**src/rtl/vend_pkg.sv**
```systemverilog
// Shared constants and state type for the soda vending path.
// The accumulator and the dispensing stage both take their coin values and price from here.
package vend_pkg;

  localparam int PRICE = 20;

  localparam logic [4:0] NICKEL_C  = 5'd5;
  localparam logic [4:0] DIME_C    = 5'd10;
  localparam logic [4:0] QUARTER_C = 5'd25;

  typedef enum logic [1:0] {
    S_IDLE  = 2'd0,
    S_ACCUM = 2'd1,
    S_VEND  = 2'd2
  } vend_state_e;

endpackage

```
**src/rtl/coin_decoder.sv**
```systemverilog
// Maps the three one-hot coin lines to a coin value.
// valid = exactly one line high; invalid = two or more lines high.
module coin_decoder
  import vend_pkg::*;
(
  input  logic       nickel,
  input  logic       dime,
  input  logic       quarter,
  output logic [4:0] value,
  output logic       valid,
  output logic       invalid
);

  always_comb begin
    value = '0;
    case ({quarter, dime, nickel})
      3'b001:  value = NICKEL_C;
      3'b010:  value = DIME_C;
      3'b100:  value = QUARTER_C;
      default: value = '0;
    endcase
  end

  // Odd parity without all three high means exactly one line is set.
  assign valid   = (nickel ^ dime ^ quarter) & ~(nickel & dime & quarter);
  assign invalid = (nickel & dime) | (nickel & quarter) | (dime & quarter);

endmodule

```
**src/rtl/coin_accumulator.sv**
```systemverilog
// Coin front end: accumulates credit below PRICE and presents the total for one cycle on a vend.
// Build option: define COIN_REFUND_EN to add the refund_i / refund_o cancel path.
module coin_accumulator #(
  parameter int PRICE     = vend_pkg::PRICE,
  parameter int DEPOSIT_W = 6
) (
  input  logic                 clk_i,
  input  logic                 rst_i,
  input  logic                 nickel_i,
  input  logic                 dime_i,
  input  logic                 quarter_i,
`ifdef COIN_REFUND_EN
  input  logic                 refund_i,
  output logic [4:0]           refund_o,
`endif
  output logic [DEPOSIT_W-1:0] deposit_o,
  output logic [4:0]           credit_o,
  output logic                 ready_o,
  output logic                 coin_reject_o
);
  import vend_pkg::*;

  localparam logic [5:0] PRICE_W = 6'(PRICE);

  vend_state_e          state_q, state_d;
  logic [4:0]           coin_value;
  logic                 coin_valid, coin_invalid;
  logic [5:0]           sum;
  logic                 refund_req;
  logic [4:0]           credit_d;
  logic [DEPOSIT_W-1:0] deposit_d;
  logic                 reject_d;
`ifdef COIN_REFUND_EN
  logic [4:0]           refund_d;
`endif

  coin_decoder u_decoder (
    .nickel  (nickel_i),
    .dime    (dime_i),
    .quarter (quarter_i),
    .value   (coin_value),
    .valid   (coin_valid),
    .invalid (coin_invalid)
  );

  // Credit never exceeds 15 and the largest coin is 25, so 6 bits cannot overflow.
  assign sum = {1'b0, credit_o} + {1'b0, coin_value};

`ifdef COIN_REFUND_EN
  assign refund_req = refund_i & (state_q == S_ACCUM);
`else
  assign refund_req = 1'b0;
`endif

  always_ff @(posedge clk_i) begin
    if (rst_i) begin
      state_q       <= S_IDLE;
      credit_o      <= '0;
      deposit_o     <= '0;
      coin_reject_o <= 1'b0;
      ready_o       <= 1'b1;
`ifdef COIN_REFUND_EN
      refund_o      <= '0;
`endif
    end else begin
      state_q       <= state_d;
      credit_o      <= credit_d;
      deposit_o     <= deposit_d;
      coin_reject_o <= reject_d;
      ready_o       <= (state_d != S_VEND);
`ifdef COIN_REFUND_EN
      refund_o      <= refund_d;
`endif
    end
  end

  always_comb begin
    state_d = state_q;
    case (state_q)
      S_IDLE, S_ACCUM: begin
        if (refund_req)      state_d = S_IDLE;
        else if (coin_valid) state_d = (sum >= PRICE_W) ? S_VEND : S_ACCUM;
      end
      S_VEND:  state_d = S_IDLE;
      default: state_d = S_IDLE;
    endcase
  end

  always_comb begin
    credit_d  = credit_o;
    deposit_d = '0;
    reject_d  = 1'b0;
`ifdef COIN_REFUND_EN
    refund_d  = '0;
`endif
    case (state_q)
      S_IDLE, S_ACCUM: begin
        if (refund_req) begin
          // Refund wins over any coin arriving in the same cycle.
          credit_d = '0;
          reject_d = coin_valid | coin_invalid;
`ifdef COIN_REFUND_EN
          refund_d = credit_o;
`endif
        end else if (coin_invalid) begin
          reject_d = 1'b1;
        end else if (coin_valid) begin
          if (sum >= PRICE_W) begin
            deposit_d = DEPOSIT_W'(sum);
            credit_d  = '0;
          end else begin
            credit_d  = sum[4:0];
          end
        end
      end
      S_VEND:  reject_d = coin_valid | coin_invalid;
      default: credit_d = '0;
    endcase
  end

endmodule
```
**config.mk**
```make
export PLATFORM = sky130hd
export DESIGN_NAME = coin_accumulator
export DESIGN_NICKNAME = d
export VERILOG_FILES = /design/src/rtl/vend_pkg.sv /design/src/rtl/coin_decoder.sv /design/src/rtl/coin_accumulator.sv
export SDC_FILE = /design/constraint.sdc
export NUM_CORES = 1
export LEC_CHECK = 0
export ABC_AREA = 1
export CORE_UTILIZATION = 52
export CTS_BUF_LIST = sky130_fd_sc_hd__clkbuf_2 sky130_fd_sc_hd__clkbuf_4 sky130_fd_sc_hd__clkbuf_8
export DETAILED_ROUTE_END_ITERATION = 8
export PLACE_DENSITY = 0.81
export SYNTH_ARGS = -nofsm -noshare
export SYNTH_HDL_FRONTEND = slang
export SYNTH_SLANG_ARGS = --single-unit
```
**constraint.sdc**
```tcl
create_clock -name clk_i -period 3 [get_ports clk_i]
set_input_delay 0.75 -clock clk_i [delete_from_list [all_inputs] [get_ports clk_i]]
set_output_delay 0.75 -clock clk_i [all_outputs]
set_load 0.01 [all_outputs]
```
==> flow_summary_export.csv <==
group,metric,value,unit
logic_synthesis,syn-cell-area,873,µm²
detailed_routing,wire_per_inst,12.1,µm
sta,fin_ws,0.225,ns
worst_setup_path,r2r_slack,1.25,ns
worst_setup_path,crit_type,"in -> reg",
worst_setup_path,slowest_delay,0.51,ns
grt,grt_use_total,23.9,%
clock_network,clkTransAtPathRegs,0.09,ns
worst_setup_path,critPathTopFamily,"adder cells",
cells_and_area,fill_cells,113,
grt,grt_pass1_wl,3.28,mm
worst_setup_path,crit_path_cell_trace,"clkdlybuf4s50_1 -> inv_1 -> ha_1 -> nand2_1 -> o21ai_0 -> ha_1 -> fa_2 -> xnor2_2 -> nand3_1 -> nand2_4 -> nand2_4 -> nand3_4 -> nor2_1",
hold_path,min_path_cells,2,
floorplan,die_w,43.0,µm
logic_synthesis,synth.distinct_cells,19,
worst_setup_path,r2r-start,"credit_o[0]",
cells_and_area,layout_common_cells,"nand2_1 (18), clkdlybuf4s50_1 (17), nor2_1 (15), dfxtp_1 (15), inv_1 (13)",
sta,fin_skew,0.00431,ns
sta,rsz0062_at_grt,"false",
detailed_routing,vias,816,
detailed_routing,dr.pass1.iters,4,
detailed_routing,via_per_inst,5.26,
logic_synthesis,ys_warn_count,0,
sta,slew-limit-headroom,73.4,%
sta,worst_pin_slew,0.398,ns
clock_network,cts_sinks,15,
sta,tns,0,ns
hold_path,hold_class,"reg -> reg",
logic_synthesis,syn_inst,109,
cells_and_area,nets,156,
hold_path,hold_path_end,"credit_o[2]",
worst_setup_path,crit_start,"nickel_i",
worst_setup_path,reg2reg_depth,8,
sta,fin_crit_sh,92.5,%
sta,slew_violations,0,
sta,setup_viol,0,
logic_synthesis,ys_seq_area_share,34.4,%
run,maxCapViolations,0,
grt,overflow,0,
placement,pre_cts_slack,-0.176,ns
detailed_routing,routed_wl,1.88,mm
placement,io_buffers,17,
clock_network,cts_tree,"done",
worst_setup_path,crit_path_top_delay_cell,"clkdlybuf4s50_1",
worst_setup_path,crit_fanout,6,
clock_network,cts_root_buf,"clkbuf_4",
floorplan,core,1540,µm²
worst_setup_path,r2r_end,"deposit_o[5]",
hold_path,holdCritStartpoint,"credit_o[2]",
status,status,"complete, no violations",
worst_setup_path,crit_buf_inv,2,
sta,fin_crit,2.77,ns
detailed_routing,ant_nets,0,
placement,dpl.hpwl,1.50,mm
clock_network,clkLatencyLatePin,0.29,ns
power,p_leak,0.559,nW
worst_setup_path,worstPathArrival,2.95,ns
power,ir_drop,0.000310,V
grt,grt_pass1_vias,760,
sta,max_freq,360,MHz
grt,antenna_found_initial,0,
cells_and_area,n_antenna_cell,0,
floorplan,rows,14,
cells_and_area,final_core_util,76.7,%
placement,gp_congestion,0.845,
clock_network,holdBufCountCts,0,
logic_synthesis,ys_seq_elements,15,
clock_network,htreeDepth,1,
sta,finalHoldViolCount,0,
cells_and_area,areaGrowthSynthToFinish,35.4,%
cells_and_area,layout-drive-gt1-share,18.0,%
floorplan,dieArea,1850,µm²
detailed_routing,drtIter0Drc,26,
floorplan,start_util,56.7,%
floorplan,io_pins,18,
clock_network,cts_buffers,3,
worst_setup_path,endpoint_kind,"flip-flop",
floorplan,die_h,43.0,µm
clock_network,clk_path_buf_depth,2,
cells_and_area,final_common_cell,"nand2_1",
worst_setup_path,worst_ep_required_time,3.18,ns
grt,grt_max_degree,10,
worst_setup_path,startpoint_type,"input pin",
power,p_per_area,363,nW/µm²
logic_synthesis,synth_area_per_cell,8.01,µm²
logic_synthesis,syn-num-nets,125,
detailed_routing,drc,0,
flip-flops by register name, summed over array words and instances (netlist names):
register and cells:
coin_reject_o 1, ready_o 1, deposit_o 6, state_q 2
credit_o 5
cells in the mapped netlist:
library cell / n / area [µm²]
nand3_1: 12 / 60.1
inv_1: 13 / 48.8
nand2_2: 1 / 6.26
a21boi_4: 2 / 37.5
nand2_4: 1 / 11.3
nand3_2: 2 / 20.0
dfxtp_1: 15 / 300
nor3_1: 1 / 5.00
xnor2_1: 1 / 8.76
nor4_1: 1 / 6.26
nand3_4: 1 / 17.5
nand2_1: 18 / 67.6
a21oi_1: 10 / 50.1
buf_1: 1 / 3.75
nor2_2: 1 / 6.26
o21ai_0: 3 / 15.0
ha_1: 9 / 113
fa_1: 2 / 40.0
nor2_1: 15 / 56.3
how the worst max path moves through the flow:
| stage | to | slack (ns) | depth (start not counted) |
|---|---|---|---|
| 5_1_grt | deposit_o[5] | 0.05 | 15 |
| 4_1_cts | deposit_o[5] | 0.14 | 15 |
| 3_5_place_dp | deposit_o[5] | -0.18 | 15 |
| 6_report | deposit_o[5] | 0.23 | 13 |
| 2_1_floorplan | deposit_o[5] | 0.51 | 12 |
| 3_3_place_gp | deposit_o[5] | -0.08 | 15 |
through the flow:
step                      hold slack (ns)  total power [mW]  cells  instance area [µm²]
after floorplan                     0.489             0.271    109                  873
after global placement              0.479             0.308    151                 1130
after detailed placement            0.482             0.311    151                 1130
after CTS                           0.498             0.429    155                 1160
after global routing                0.519             0.459    155                 1180
final                               0.500             0.430    155                 1180
repair_timing:
action                                  4_1_cts  5_1_grt
buffers inserted                              0        0
endpoints found under the setup margin        0       11
gates resized for setup                       0        4
logic make-up after synthesis:
kind of cell / count (synthesis) / synth area share, %
flops: 15 / 34.4
fa+ha+maj: 11 / 17.5
xor+xnor: 1 / 1.00
compound gates: 15 / 11.7
buf+inv: 14 / 6.02
simple gates: 53 / 29.4
final cells by class:
cell class	count	area (µm²)	area share, %
Clock buffer	3	22.5	1.90
Clock inverter	1	5.00	0.423
Inverter	13	48.8	4.13
Multi-Input combinational cell	80	541	45.7
Sequential cell	15	300	25.4
Tap cell	16	20.0	1.69
Timing Repair Buffer	27	245	20.7
report_power, final:
part | switching (mW) | internal, mW | leakage, nW | total, mW
Clock | 0.0687 | 0.0496 | 0.0177 | 0.118
Sequential | 0.00450 | 0.206 | 0.122 | 0.210
Combinational | 0.0548 | 0.0463 | 0.420 | 0.101
layer usage:
metal	track usage [%]	share of wire, %	vias to the layer above
met3	4.26	5.1	2
met1	30.0	42	375
met2	39.7	52	28
met5	0	0	-
met4	10.9	1.0	0
li1	-	-	411
tightest hold or removal path: stages, from the launching register on:
cell     delay (ns)
dfxtp_1        0.34
nand2_1        0.07
a21oi_1        0.05
(Power assumes the default switching activity.)
